--- src/rtl/rc_channel_sequencer.sv ---
// rc_channel_sequencer: shares one pulse-to-value converter among NUM_CH
// pwm_reader channels. It latches each channel's pulse length, picks the next
// channel round-robin, runs a req/ack handshake with the converter, and stores
// the 8-bit result for each channel.
// Optional feature: define RC_FAILSAFE_EN to enable the ch0 (throttle) link-loss
// watchdog. Without it, link_ok rises one cycle after reset release and stays high.
//
// state | meaning
// IDLE  | no conversion in flight; grant the next pending channel if there is one
// REQ   | conv_req high for channel sel_q, waiting for conv_ack
module rc_channel_sequencer #(
  parameter int NUM_CH     = 4,
  parameter int PW_W       = 16,
  parameter int MIN_US     = 1000,
  parameter int MAX_US     = 2000,
  parameter int TIMEOUT_US = 60000
) (
  input  logic                   us_clk,
  input  logic                   resetn,
  input  logic [NUM_CH*PW_W-1:0] pulse_us,
  input  logic [NUM_CH-1:0]      pulse_valid,
  output logic                   conv_req,
  output logic [PW_W-1:0]        conv_pulse_us,
  input  logic                   conv_ack,
  input  logic [7:0]             conv_value,
  output logic [NUM_CH*8-1:0]    ch_val,
  output logic [NUM_CH-1:0]      ch_fresh,
  output logic                   link_ok
);

  localparam int SEL_W = (NUM_CH > 1) ? $clog2(NUM_CH) : 1;

  typedef enum logic {IDLE, REQ} state_t;

  state_t                state_q, state_d;
  logic [SEL_W-1:0]      sel_q, sel_d;
  logic [SEL_W-1:0]      rr_ptr_q, rr_ptr_d;
  logic                  conv_req_q, conv_req_d;
  logic [PW_W-1:0]       conv_pulse_q, conv_pulse_d;
  logic [NUM_CH-1:0]     pending_q, pending_d;
  logic [NUM_CH*8-1:0]   ch_val_q, ch_val_d;
  logic [NUM_CH-1:0]     ch_fresh_q, ch_fresh_d;
  logic                  link_ok_q, link_ok_d;
  logic [PW_W-1:0]       shadow_q [NUM_CH];

  logic [NUM_CH-1:0]     eff_pending;
  logic                  grant_any;
  logic [SEL_W-1:0]      grant_sel;
  logic [SEL_W:0]        cand_sum;
  logic [PW_W-1:0]       grant_pw;
  logic                  drop_ch0;
  logic                  wd_expire;

`ifdef RC_FAILSAFE_EN
  localparam int WD_W = $clog2(TIMEOUT_US + 1);
  logic [WD_W-1:0] wdog_q, wdog_d;
`endif

  function automatic logic [PW_W-1:0] clamp_pw(input logic [PW_W-1:0] v);
    if (v < PW_W'(MIN_US)) return PW_W'(MIN_US);
    if (v > PW_W'(MAX_US)) return PW_W'(MAX_US);
    return v;
  endfunction

  // Latch the most recent pulse length per channel; a newer sample overwrites an older one.
  always_ff @(posedge us_clk) begin
    for (int i = 0; i < NUM_CH; i++) begin
      if (!resetn) shadow_q[i] <= '0;
      else if (pulse_valid[i]) shadow_q[i] <= pulse_us[i*PW_W +: PW_W];
    end
  end

  // Round-robin pick: first pending channel at or after rr_ptr. A strobe arriving
  // this cycle counts as pending so a grant can follow the strobe by one cycle.
  always_comb begin
    eff_pending = pending_q | pulse_valid;
    grant_any   = 1'b0;
    grant_sel   = '0;
    cand_sum    = '0;
    for (int k = 0; k < NUM_CH; k++) begin
      cand_sum = {1'b0, rr_ptr_q} + (SEL_W+1)'(k);
      if (cand_sum >= (SEL_W+1)'(NUM_CH)) cand_sum = cand_sum - (SEL_W+1)'(NUM_CH);
      if (!grant_any && eff_pending[cand_sum[SEL_W-1:0]]) begin
        grant_any = 1'b1;
        grant_sel = cand_sum[SEL_W-1:0];
      end
    end
    grant_pw = pulse_valid[grant_sel] ? pulse_us[int'(grant_sel)*PW_W +: PW_W]
                                      : shadow_q[grant_sel];
  end

  // Link supervision: watchdog on ch0 strobes when enabled, otherwise link is always healthy.
  always_comb begin
`ifdef RC_FAILSAFE_EN
    wd_expire = !pulse_valid[0] && (wdog_q == WD_W'(TIMEOUT_US - 1));
    wdog_d    = wdog_q;
    if (pulse_valid[0])                    wdog_d = '0;
    else if (wdog_q != WD_W'(TIMEOUT_US))  wdog_d = wdog_q + 1'b1;
    link_ok_d = link_ok_q;
    if (pulse_valid[0]) link_ok_d = 1'b1;
    else if (wd_expire) link_ok_d = 1'b0;
    drop_ch0  = !link_ok_q || wd_expire;
`else
    wd_expire = 1'b0;
    link_ok_d = 1'b1;
    drop_ch0  = 1'b0;
`endif
  end

  // Sequencer next state: grant in IDLE, hold the request in REQ until ack.
  always_comb begin
    state_d      = state_q;
    sel_d        = sel_q;
    rr_ptr_d     = rr_ptr_q;
    conv_req_d   = conv_req_q;
    conv_pulse_d = conv_pulse_q;
    pending_d    = pending_q | pulse_valid;
    ch_val_d     = ch_val_q;
    ch_fresh_d   = '0;
    case (state_q)
      IDLE: begin
        if (grant_any) begin
          sel_d                = grant_sel;
          conv_pulse_d         = clamp_pw(grant_pw);
          conv_req_d           = 1'b1;
          pending_d[grant_sel] = 1'b0;
          state_d              = REQ;
        end
      end
      REQ: begin
        if (conv_ack) begin
          conv_req_d = 1'b0;
          rr_ptr_d   = (sel_q == SEL_W'(NUM_CH - 1)) ? '0 : sel_q + 1'b1;
          state_d    = IDLE;
          // A throttle result arriving while the link is down would undo the failsafe value.
          if (!((sel_q == '0) && drop_ch0)) begin
            ch_val_d[int'(sel_q)*8 +: 8] = conv_value;
            ch_fresh_d[sel_q]            = 1'b1;
          end
        end
      end
      default: state_d = IDLE;
    endcase
    if (wd_expire) begin
      ch_val_d[7:0] = 8'd0;
      ch_fresh_d[0] = 1'b1;
    end
  end

  // State and output registers; reset abandons any in-flight handshake.
  always_ff @(posedge us_clk) begin
    if (!resetn) begin
      state_q      <= IDLE;
      sel_q        <= '0;
      rr_ptr_q     <= '0;
      conv_req_q   <= 1'b0;
      conv_pulse_q <= '0;
      pending_q    <= '0;
      ch_val_q     <= '0;
      ch_fresh_q   <= '0;
      link_ok_q    <= 1'b0;
    end else begin
      state_q      <= state_d;
      sel_q        <= sel_d;
      rr_ptr_q     <= rr_ptr_d;
      conv_req_q   <= conv_req_d;
      conv_pulse_q <= conv_pulse_d;
      pending_q    <= pending_d;
      ch_val_q     <= ch_val_d;
      ch_fresh_q   <= ch_fresh_d;
      link_ok_q    <= link_ok_d;
    end
  end

`ifdef RC_FAILSAFE_EN
  // Watchdog register, saturating at TIMEOUT_US so the loss event fires once.
  always_ff @(posedge us_clk) begin
    if (!resetn) wdog_q <= '0;
    else         wdog_q <= wdog_d;
  end
`endif

  assign conv_req      = conv_req_q;
  assign conv_pulse_us = conv_pulse_q;
  assign ch_val        = ch_val_q;
  assign ch_fresh      = ch_fresh_q;
  assign link_ok       = link_ok_q;

endmodule

--- config.mk ---
export PLATFORM = sky130hd
export DESIGN_NAME = rc_channel_sequencer
export DESIGN_NICKNAME = d
export VERILOG_FILES = /design/src/rtl/rc_channel_sequencer.sv
export SDC_FILE = /design/constraint.sdc
export NUM_CORES = 1
export LEC_CHECK = 0
export BUFFER_PORTS_ARGS = -buffer_cell sky130_fd_sc_hd__buf_2
export CAP_MARGIN = 30
export CORE_MARGIN = 4
export CORE_UTILIZATION = 51
export CTS_BUF_LIST = sky130_fd_sc_hd__clkbuf_8
export DETAILED_ROUTE_END_ITERATION = 16
export MAX_ROUTING_LAYER = met4
export PLACE_DENSITY = 0.75
export SYNTH_ARGS = -nofsm -noshare
export SYNTH_HDL_FRONTEND = slang
export SYNTH_SLANG_ARGS = --single-unit
--- constraint.sdc ---
create_clock -name us_clk -period 2.9 [get_ports us_clk]
set_input_delay 0.29 -clock us_clk [delete_from_list [all_inputs] [get_ports us_clk]]
set_output_delay 0.29 -clock us_clk [all_outputs]
set_load 0.005 [all_outputs]
==> reports/summary.log, run 1 <==
qor: setup_path.cp_cell_sequence or2_1, a311o_1, a311oi_2, mux2_4, mux4_2, a21oi_4, buf_4, nor3b_4, a21oi_1
qor: synthesis.ys_seq_area_share 50.0%
qor: sta.maxSlewViolCount 0
qor: power.p_leak 3.47 nW
qor: synthesis.mappedNetlistArea 6360 sq um
qor: finish.post_route_cells_drive_above_1_share 31.6%
qor: flow_run.max-cap-violations 0
qor: floorplan.chipHeight 120 microns
qor: setup_path.crit_path_end conv_pulse_us[9]
qor: finish.multi_input_combinational_cell_area 2990 sq um
qor: synthesis.syn-num-nets 698
qor: synthesis.yosysMostFrequentCell and3_1
qor: route.topRoutingLayerUsed met4
qor: synthesis.avgSynthCellArea 10.4 sq um
qor: grt.number_of_global_route_vias_before_repair 5,411
qor: setup_path.crit_buf_inv 1
qor: synthesis.synth_enable_flop_cells 64
qor: route.num_vias 5,606
qor: worst_hold_path.holdCritPathClass in -> reg
qor: synthesis.synthTopCellsByCount 79 x and3_1, 64 x edfxtp_1, 63 x dfxtp_1
qor: route.detailedRoute.firstIterationViolations 513
qor: finish.layout.filler_cells 1,000
qor: route.drtPass1Iterations 5
qor: clock_tree.clock_tree.buffer_depth 2
qor: clock_tree.cts_max_level 4
qor: route.routed_antenna_nets 0
qor: synthesis.synth.yosys.warnings 0
qor: synthesis.top_flip_flop_cell_by_instance_count_after_synthesis edfxtp_1
qor: sta.timing.max_slew.rel_slack 57.5%
qor: clock_tree.cts_made_buffers 17
qor: power.power.ir.vdd_worst 0.473 mV
qor: floorplan.num_rows 40
qor: setup_path.critical_path_arrival 3.11 ns
qor: clock_tree.clock_sink_count 127
qor: sta.worst_pin_slew 0.638 ns
qor: sta.final_worst_path_period_share 95.8%
qor: finish.layout_nets 850
qor: synthesis.synthTopCellsByArea edfxtp_1 30%, dfxtp_1 20%, and3_1 7.8%
qor: synthesis.synth_area_leader_cell edfxtp_1
qor: setup_path.crit-reg2reg-capture conv_pulse_us[9]
qor: synthesis.ys_types 63
qor: setup_path.r2r-start pending_q[3]
qor: route.met2RoutedLength 8350 microns
qor: place.placedInstanceArea 7410 sq um
qor: grt.grt.total_usage 27.0%
qor: sta.fmaxAchievable 360 MHz
qor: synthesis.number_of_flip_flops_and_latches_in_the_synthesized_netlist 127
qor: power.power_density 591 nW/um^2
qor: grt.grt_start_max_net_pins 92
qor: sta.fin_skew 0.0114 ns
qor: place.dp.final_hpwl 13,800 microns
qor: route.routed-wl-met3 1590 microns
qor: clock_tree.cts.reportedPaths.clkPinSlew 0.09 ns
qor: finish.sequential_cell_area 3190 sq um
qor: clock_tree.clock-root-buffer clkbuf_8
qor: setup_path.crit_path_max_fanout 5
qor: route.routed_wirelength 18,800 microns
qor: synthesis.async_reset_ff_share 0%
qor: clock_tree.clock_tree_from_tritoncts built
qor: setup_path.crit_type reg -> reg
qor: setup_path.critical-path-top-delay-family compound AO/OA/AOI/OAI gates
qor: grt.grt_pass1_wl 29,200 microns
qor: synthesis.netlist_instances 611
qor: floorplan.die_w 120 microns
qor: run_status.outcome completed
qor: sta.finalSetupViolCount 0
qor: sta.period_minus_slack 2.78 ns
qor: setup_path.setup.reg_to_reg.worst_slack 0.12 ns
qor: sta.grt_setup_unrepaired yes
qor: floorplan.floorplan.die_area 14,300 sq um
qor: setup_path.worst_ep_required_time 3.23 ns
qor: sta.timing.final.hold_violations 0
qor: route.final_routed_drc_violation_total 0
qor: setup_path.rr_worst_depth 9
qor: setup_path.critical_path.endpoint_type flop
qor: setup_path.worstSetupStartpointType flop
qor: route.avgViaCountPerCell 5.93
qor: sta.fin_setup_tns 0 ns
qor: clock_tree.clock_network_latency_to_the_later_pin_of_the_worst_skew_pair 0.46 ns
qor: route.met1_length 8560 microns
qor: floorplan.floorplan.initialDensity 52.5%
qor: place.place.port_buffers 132
qor: setup_path.critPathLaunch pending_q[3]
qor: setup_path.cp_num_cells 9
qor: finish.syn2layout_area_growth 24.0%
qor: grt.total_global_routing_overflow 0
qor: synthesis.synthDominantCellAreaShare 30.2%
qor: floorplan.core-area 12,100 sq um
qor: floorplan.design.portCount 133
qor: setup_path.crit_path_top_delay_cell mux4_2
qor: grt.grt_antenna_before_repair 1
qor: route.wire_length_per_cell 19.9 microns
qor: setup_path.critPathMaxStageDelay 0.54 ns
qor: place.gp_congestion 1.03
qor: finish.final_area 7890 sq um
[metrics by stage]
stage	setup WS (ns)	hold slack, ns	util (%)	power, mW	instances
after floorplan	0.226	0.318	-	2.60	611
after global placement	0.115	0.445	61.2	2.93	912
after detailed placement	0.0206	0.457	61.2	2.95	912
after CTS	0.0564	0.123	64.8	4.65	944
after global routing	-0.0332	0.139	65.1	4.86	945
final	0.121	0.158	65.1	4.66	945
[report_power, final]
part	leakage [nW]	internal, mW	switching (mW)	total, mW
logic	2.04	0.380	0.513	0.893
registers	1.20	1.99	0.0582	2.05
clock network	0.224	0.951	0.765	1.72
[placed cells by master, fill, tap and decap left out, types with 11 or more instances in the layout]
cell	count
a21oi_1	14
buf_2	132
and3_1	79
edfxtp_1	64
nor2_1	29
clkbuf_8	17
mux2_2	13
nand3_1	20
nand2_1	34
mux2i_1	32
a22oi_1	33
buf_4	44
o21ai_0	23
dfxtp_1	61
nand4_1	11
nor2b_1	36
[how the worst min path moves through the flow]
stage | slack, ns | depth (start not counted) | endpoint | from
floorplan | 0.32 | 0 | link_ok | resetn
global placement | 0.44 | 2 | conv_pulse_us[1] | conv_pulse_us[1]
detailed placement | 0.46 | 2 | conv_req | conv_req
CTS | 0.12 | 3 | ch_val[18] | conv_value[2]
global route | 0.14 | 2 | shadow_q[2][2] | pulse_us[34]
finish | 0.16 | 2 | shadow_q[2][4] | pulse_us[36]
[worst register-to-register path, stage by stage, from the launching register on]
cell and delay (ns):
dfxtp_1 0.32, or2_1 0.29, a311o_1 0.32, a311oi_2 0.27, mux2_4 0.22, mux4_2 0.54, a21oi_4 0.17, buf_4 0.16
nor3b_4 0.24, a21oi_1 0.12
[sequential cells by signal, indices dropped and copies added, names as in the netlist, 2 cells and up]
name / count
rr_ptr_q: 2
ch_val: 32
sel_q: 2
pending_q: 4
shadow_q: 64
ch_fresh: 4
conv_pulse_us: 16
[timing repair]
| item | 4_1_cts | 5_1_grt |
|---|---|---|
| hold buffers | 0 | 0 |
| setup endpoints to repair | 0 | 10 |
| buffers inserted | 0 | 0 |
| resized for setup | 0 | 8 |
[layer usage]
| layer | vias up | global-route usage [%] |
|---|---|---|
| met3 | 27 | 6.17 |
| met5 | - | - |
| met2 | 257 | 38.6 |
| met1 | 2704 | 38.3 |
| met4 | 0 | 8.45 |
| li1 | 2618 | - |
[logic make-up (layout without fill, tap and decap cells)]
logic type               after synthesis  in the layout  share of synthesized area [%]
AO/OA/AOI/OAI                        133            133                           15.4
AND/OR/NAND/NOR                      242            242                           21.3
other                                  0              1                              0
multiplexers                          48             48                           8.10
buffers and inverters                 53            218                           3.58
adder cells (fa/ha/maj)                8              8                           1.57
flip-flops                           127            127                           50.0
[area by class of cell]
class,instances,area share (%)
antenna,1,0.0317
sequential,127,40.4
tap,168,2.66
timing repair buffer,178,13.1
clock buffer,17,2.97
multi-input combinational,431,37.9
inverter,8,0.381
clock inverter,15,2.62
No activity file was read; power rests on OpenSTA's default activity.
==> run 2, diff against run 1 <==
Settings changed: CORE_UTILIZATION 51 to 57, PLACE_DENSITY 0.75 to 0.83, SETUP_SLACK_MARGIN from default to 0.3.
==> run 2 against run 1 <==
Effect of this change: global-route usage is 3.0 points higher; count of clock-buffer cells in the layout stayed put; total power is 2.4% lower; first-iteration DRC count is 32% higher; clock skew is 0.0025 ns lower; largest power group unchanged.
==> reports/summary.log, run 2 (synthesis results as in run 1) <==
qor: power.p_leak 3.55 nW [+2.5%]
qor: sta.fmaxAchievable 369 MHz [+2.5%]
qor: floorplan.floorplan.die_area 12,900 sq um [-9.8%]
qor: sta.final_worst_path_period_share 93.5% [-2.3 points]
qor: sta.worst_pin_slew 0.899 ns [+0.260 ns]
qor: sta.maxSlewViolCount 0 [unchanged]
qor: sta.finalSetupViolCount 0 [unchanged]
qor: clock_tree.clock_tree.buffer_depth 2 [unchanged]
qor: clock_tree.clock_tree_from_tritoncts built
qor: floorplan.design.portCount 133 [unchanged]
qor: route.wire_length_per_cell 20.5 microns [+2.8%]
qor: finish.leading_cell_types_in_the_layout_fill_and_taps_excluded 132 x buf_2, 78 x and3_1, 64 x edfxtp_1
qor: place.place_ws 0.0359 ns [+0.0153 ns]
qor: worst_hold_path.holdCritPathClass in -> reg
qor: floorplan.floorplan.initialDensity 58.4% [+5.9 points]
qor: route.routed_wirelength 19,100 microns [+1.3%]
qor: clock_tree.clock-root-buffer clkbuf_8
qor: grt.grt_antenna_before_repair 0 [-1]
qor: power.power_density 564 nW/um^2 [-4.6%]
qor: finish.syn2layout_area_growth 26.8%
qor: finish.final-instance-count-excl-fill 931 [-1.5%]
qor: finish.multi_input_combinational_cell_area 3070 sq um [+2.7%]
qor: setup_path.critical_path_arrival 3.09 ns [-0.02 ns]
qor: route.avgViaCountPerCell 6.22 [+4.8%]
qor: grt.total_global_routing_overflow 0 [unchanged]
qor: sta.timing.max_slew.rel_slack 40.1% [-17 points]
qor: finish.largest_reg_flops 64 [unchanged]
qor: sta.fin_skew 0.00893 ns [-0.00247 ns]
qor: setup_path.worstSetupStartpointType flop
qor: route.detailedRoute.firstIterationViolations 679 [+32%]
qor: finish.registers.top_by_ff_count shadow_q
qor: floorplan.chipHeight 114 microns [-5.0%]
qor: grt.grt_start_max_net_pins 129 [+40%]
qor: clock_tree.clock_network_latency_to_the_later_pin_of_the_worst_skew_pair 0.43 ns [-0.03 ns]
qor: route.num_vias 5,787 [+3.2%]
qor: setup_path.critPathLaunch pending_q[0]
qor: clock_tree.cts_made_buffers 17 [unchanged]
qor: clock_tree.cts.reportedPaths.clkPinSlew 0.09 ns [about the same]
qor: place.dp.final_hpwl 13,300 microns [-3.5%]
qor: sta.grt_setup_unrepaired yes
qor: worst_hold_path.hold_path_end ch_val[23]
qor: grt.grt.total_usage 30.0% [+3.0 points]
qor: place.place.port_buffers 132 [unchanged]
qor: setup_path.cp_common_cell buf_12
qor: route.routed_antenna_nets 0 [unchanged]
qor: floorplan.core-area 10,900 sq um [-10%]
qor: floorplan.num_rows 38 [-5.0%]
qor: setup_path.crit_path_top_delay_cell dfxtp_1
qor: setup_path.r2r-start pending_q[0]
qor: setup_path.setup.reg_to_reg.worst_slack 0.19 ns [+0.07 ns]
qor: route.final_routed_drc_violation_total 0 [unchanged]
qor: finish.layout_nets 865 [+1.8%]
qor: power.power.ir.vdd_worst 0.432 mV [-8.8%]
qor: setup_path.critical_path.endpoint_type flop
qor: setup_path.crit_path_max_fanout 9 [+4]
qor: finish.sequential_cell_area 3190 sq um [+0.12%]
qor: setup_path.rr_worst_depth 11 [+2]
qor: floorplan.die_w 114 microns [-5.0%]
qor: flow_run.max-cap-violations 0 [unchanged]
qor: grt.grt_pass1_wl 29,500 microns [+0.99%]
qor: grt.number_of_global_route_vias_before_repair 5,660 [+4.6%]
qor: worst_hold_path.hold_path_startpoint conv_value[7]
qor: finish.antenna-diode-count 0 [-1]
qor: clock_tree.cts_max_level 4 [unchanged]
qor: sta.period_minus_slack 2.71 ns [-0.0671 ns]
qor: route.drtPass1Iterations 5 [unchanged]
qor: setup_path.crit-reg2reg-capture conv_pulse_us[4]
qor: sta.final_critical_path_setup_slack 0.188 ns [+0.0671 ns]
qor: worst_hold_path.worst_hold_path.num_cells 3 [+1]
qor: clock_tree.clock_sink_count 127 [unchanged]
qor: finish.most_common_cell_after_layout_fill_and_taps_aside buf_2
qor: sta.fin_setup_tns 0 ns [unchanged]
qor: setup_path.crit_type reg -> reg
qor: sta.timing.final.hold_violations 0 [unchanged]
qor: place.gp_congestion 0.975 [-5.8%]
qor: finish.layout.filler_cells 779 [-22%]
qor: setup_path.worst_ep_required_time 3.28 ns [+0.05 ns]
qor: place.placed_cells 881 [-3.4%]
qor: clock_tree.post_cts_hold_buffer_count 0 [unchanged]
qor: setup_path.cp_cell_sequence o21ai_4, a311oi_4, nor2_4, buf_12, buf_12, mux2i_4, mux2_4, o32ai_4, a221oi_1, a21boi_1, o211a_1
qor: finish.post_route_cells_drive_above_1_share 34.0% [+2.4 points]
qor: run_status.outcome completed
qor: setup_path.critPathMaxStageDelay 0.45 ns [-0.09 ns]
[run 2: cell types whose count changed in the layout (fill, tap and decap cells not counted), sizes merged]
cell,before,now
buf,178,192
inv,15,19
bufinv,4,1
clkinv,3,0
bufbuf,0,1
clkinvlp,1,3
diode,1,0
[run 2: report_power, final]
group          switching (mW)  total, mW  internal [mW]
logic                   0.552       1.00          0.452
registers              0.0564       2.05           1.99
clock network           0.789       1.49          0.705
[run 2: final cells by class]
cell class | count | share of cell area (%)
Sequential cell | 127 | 39.5
Clock buffer | 17 | 2.90
Inverter | 8 | 0.372
Multi-Input combinational cell | 431 | 38.1
Clock inverter | 15 | 1.81
Timing Repair Buffer | 193 | 15.1
Tap cell | 140 | 2.17
[run 2: layer usage]
metal	wire length (microns)	GRT usage [%]	part of all wire [%]	up-vias
met5	0	-	0	-
met4	452	10.0	2.4	0
met3	1760	7.43	9.2	37
met2	8930	45.3	47	304
met1	7920	40.0	42	2800
li1	-	-	-	2646
[run 2: worst max-delay path by stage]
stage / endpoint / slack, ns / cells past startpoint
6_report: conv_pulse_us[4] / 0.19 / 11
5_1_grt: conv_pulse_us[2] / 0.1 / 9
4_1_cts: conv_pulse_us[10] / 0.21 / 8
3_5_place_dp: conv_pulse_us[4] / 0.04 / 12
3_3_place_gp: conv_pulse_us[3] / 0.09 / 12
2_1_floorplan: conv_pulse_us[10] / 0.26 / 8
[run 2: timing repair]
action / CTS / global route
gates cloned: 1 / 0
endpoints found under the setup margin: 11 / 11
pin swaps: 8 / 5
buffers inserted: 7 / 10
gates resized for setup: 22 / 10
[run 2: worst max-delay path: cells and delay by family (launching register included)]
family	cells	cell delay [ns]
DFF	1	0.45
AOI/OAI and AO/OA	6	1.32
muxes	2	0.49
buffers and inverters	2	0.29
and+or+nand+nor	1	0.10
[run 2: metrics by stage]
step	power (mW)	area [sq um]	util [%]	hold WS, ns
final	4.55	8070	74.1	0.179
after global routing	4.73	8070	74.1	0.158
after CTS	4.49	7940	72.9	0.162
after detailed placement	2.95	7380	67.8	0.459
after global placement	2.93	7380	67.8	0.441
after floorplan	2.60	6360	-	0.318
==> run 3, diff against run 2 <==
Settings changed: BUFFER_PORTS_ARGS -buffer_cell sky130_fd_sc_hd__buf_2 to default, CELL_PAD_IN_SITES_DETAIL_PLACEMENT from default to 0, CELL_PAD_IN_SITES_GLOBAL_PLACEMENT from default to 2, CORE_UTILIZATION 57 to 42, DONT_BUFFER_PORTS from default to 1, PLACE_DENSITY 0.83 to default, PLACE_DENSITY_LB_ADDON from default to 0.1.
==> run 3 against run 2 <==
Effect of this change: routed wire length grew 2.6%; combinational power shrank 18%; largest cell class unchanged; fmax shrank 1.6%; via count shrank 13%; count of clock-buffer cells in the layout grew 3; non-clock buffer count shrank 144; clock skew is essentially flat; sequential power is essentially flat; final cell count shrank 11%; register-to-register slack lost 0.04 ns.
==> reports/summary.log, run 3 (synthesis results as in run 1) <==
qor: place.dp.final_hpwl 13,300 microns [about the same]
qor: sta.timing.final.hold_violations 0 [unchanged]
qor: sta.period_minus_slack 2.76 ns [+0.0437 ns]
qor: route.num_vias 5,033 [-13%]
qor: finish.layout_nets 721 [-17%]
qor: setup_path.worst_ep_required_time 3.23 ns [-0.05 ns]
qor: route.wire_length_per_cell 23.5 microns [+15%]
qor: sta.hold_ws 0.0287 ns [-0.150 ns]
qor: sta.maxSlewViolCount 0 [unchanged]
qor: worst_hold_path.holdCritPathClass in -> reg
qor: route.final_routed_drc_violation_total 0 [unchanged]
qor: sta.finalSetupViolCount 0 [unchanged]
qor: clock_tree.cts_max_level 4 [unchanged]
qor: finish.syn2layout_area_growth 17.2%
qor: finish.multi_input_combinational_cell_area 3090 sq um [+0.77%]
qor: setup_path.crit_path_top_delay_cell or3b_1
qor: sta.grt_setup_unrepaired yes
qor: finish.leading_cell_types_in_the_layout_fill_and_taps_excluded 79 x and3_1, 64 x edfxtp_1, 58 x dfxtp_1
qor: sta.fmaxAchievable 363 MHz [-1.6%]
qor: power.power.ir.vdd_worst 0.255 mV [-41%]
qor: clock_tree.clock_network_latency_to_the_later_pin_of_the_worst_skew_pair 0.45 ns [+0.02 ns]
qor: grt.grt_start_max_net_pins 73 [-43%]
qor: power.p_leak 2.93 nW [-18%]
qor: grt.total_global_routing_overflow 0 [unchanged]
qor: floorplan.floorplan.initialDensity 43.3% [-15 points]
qor: route.routed_antenna_nets 0 [unchanged]
qor: setup_path.cp_cell_sequence or3b_1, a311oi_2, a311oi_1, mux2_4, buf_6, a311o_1, a211oi_2, nor3_2, nor3b_2, a21oi_1
qor: setup_path.crit_buf_inv 1 [-1]
qor: floorplan.core-area 14,700 sq um [+35%]
qor: floorplan.num_rows 44 [+16%]
qor: sta.final_critical_path_setup_slack 0.144 ns [-0.0437 ns]
qor: setup_path.critPathMaxStageDelay 0.36 ns [-0.09 ns]
qor: setup_path.crit_path_max_fanout 3 [-6]
qor: setup_path.worstSetupStartpointType flop
qor: route.avgViaCountPerCell 6.06 [-2.6%]
qor: finish.final_area 7450 sq um [-7.6%]
qor: clock_tree.clock_sink_count 127 [unchanged]
qor: finish.antenna-diode-count 0 [unchanged]
qor: place.place.port_buffers 0 [-100%]
qor: sta.timing.max_slew.rel_slack 35.1% [-5.0 points]
qor: finish.finalCoreUtilization 50.7% [-23 points]
qor: place.place_ws -0.0234 ns [-0.0593 ns]
qor: sta.fin_setup_tns 0 ns [unchanged]
qor: floorplan.floorplan.die_area 17,200 sq um [+33%]
qor: finish.most_common_cell_after_layout_fill_and_taps_aside and3_1
qor: clock_tree.cts.reportedPaths.clkPinSlew 0.08 ns [about the same]
qor: power.power_density 605 nW/um^2 [+7.4%]
qor: finish.post_route_cells_drive_above_1_share 19.0% [-15 points]
qor: setup_path.crit_type reg -> reg
qor: finish.layout.filler_cells 1,346 [+73%]
qor: place.placedInstanceArea 6660 sq um [-9.8%]
qor: floorplan.die_w 131 microns [+15%]
qor: place.gp_congestion 0.882 [-9.6%]
qor: setup_path.critical-path-top-delay-family compound AO/OA/AOI/OAI gates
qor: clock_tree.clock-root-buffer clkbuf_8
qor: clock_tree.cts_made_buffers 17 [unchanged]
qor: grt.number_of_global_route_vias_before_repair 5,140 [-9.2%]
qor: grt.grt_antenna_before_repair 0 [unchanged]
qor: setup_path.critical_path.endpoint_type flop
qor: floorplan.chipHeight 131 microns [+15%]
qor: route.drtPass1Iterations 5 [unchanged]
qor: sta.fin_skew 0.00873 ns [-0.000199 ns]
qor: floorplan.design.portCount 133 [unchanged]
qor: clock_tree.clock_tree.buffer_depth 2 [unchanged]
qor: flow_run.max-cap-violations 0 [unchanged]
qor: route.detailedRoute.firstIterationViolations 422 [-38%]
qor: setup_path.critical_path_arrival 3.08 ns [about the same]
qor: finish.registers.top_by_ff_count shadow_q
qor: finish.sequential_cell_area 3190 sq um [about the same]
qor: clock_tree.clock_tree_from_tritoncts built
qor: grt.grt_pass1_wl 29,600 microns [+0.26%]
qor: sta.final_worst_path_period_share 95.0% [+1.5 points]
qor: route.routed_wirelength 19,600 microns [+2.6%]
qor: grt.grt.total_usage 23.7% [-6.4 points]
qor: run_status.outcome completed
qor: sta.worst_pin_slew 0.974 ns [+0.0754 ns]
qor: finish.largest_reg_flops 64 [unchanged]
## run 3: cell types whose count changed in the layout (fill, tap and decap cells not counted), moves of 3 or more
cell | before | now
buf_2 | 132 | 0
buf_6 | 0 | 6
buf_4 | 53 | 28
clkinv_2 | 0 | 3
dlygate4sd3_1 | 0 | 8
inv_6 | 6 | 0
clkinvlp_4 | 3 | 0
clkbuf_8 | 17 | 20
## run 3: what timing repair did
| item | 4_1_cts | 5_1_grt |
|---|---|---|
| gates cloned | 0 | 0 |
| setup buffers | 6 | 6 |
| resized for setup | 24 | 17 |
| hold endpoints to repair | 60 | 0 |
| endpoints found under the setup margin | 11 | 11 |
| hold buffers | 9 | 0 |
| pin swaps | 8 | 13 |
## run 3: final cells by class
type	count	share of cell area (%)
Clock buffer	20	3.69
Clock inverter	12	1.88
Inverter	8	0.403
Multi-Input combinational cell	431	41.5
Sequential cell	127	42.8
Tap cell	184	3.09
Timing Repair Buffer	49	6.61
## run 3: routing by layer
metal	global-route usage, %	up-vias	share of wire [%]
met5	-	-	0
met4	6.47	0	1.5
met3	7.33	24	7.5
met2	36.6	172	47
met1	30.3	2483	44
li1	-	2354	-
## run 3: worst register-to-register path, delay by kind of cell (launching register included)
| family | cells | cell delay (ns) |
|---|---|---|
| compound gates | 5 | 1.11 |
| flops | 1 | 0.33 |
| buf+inv | 1 | 0.13 |
| simple gates | 3 | 0.78 |
| mux | 1 | 0.30 |
## run 3: through the flow
stage | power (mW) | std cells
floorplan | 2.60 | 611
global placement | 2.80 | 777
detailed placement | 2.80 | 777
CTS | 4.52 | 824
global route | 4.70 | 831
finish | 4.51 | 831
## run 3: final timing paths
check                   startpoint  depth (start not counted)                to  slack [ns]
setup / recovery      pending_q[3]                         10  conv_pulse_us[7]        0.14
setup reg to reg      pending_q[3]                         10  conv_pulse_us[7]        0.14
hold / removal       conv_value[7]                          2        ch_val[23]        0.03
hold reg to reg   conv_pulse_us[1]                          2  conv_pulse_us[1]        0.48
## run 3: power by group
| part | total (mW) | switching [mW] | internal (mW) | leakage [nW] |
|---|---|---|---|---|
| sequential | 2.06 | 0.0628 | 2.00 | 1.20 |
| clock | 1.63 | 0.720 | 0.910 | 0.226 |
| combinational | 0.825 | 0.455 | 0.369 | 1.50 |
| total | 4.51 | 1.24 | 3.28 | 2.93 |
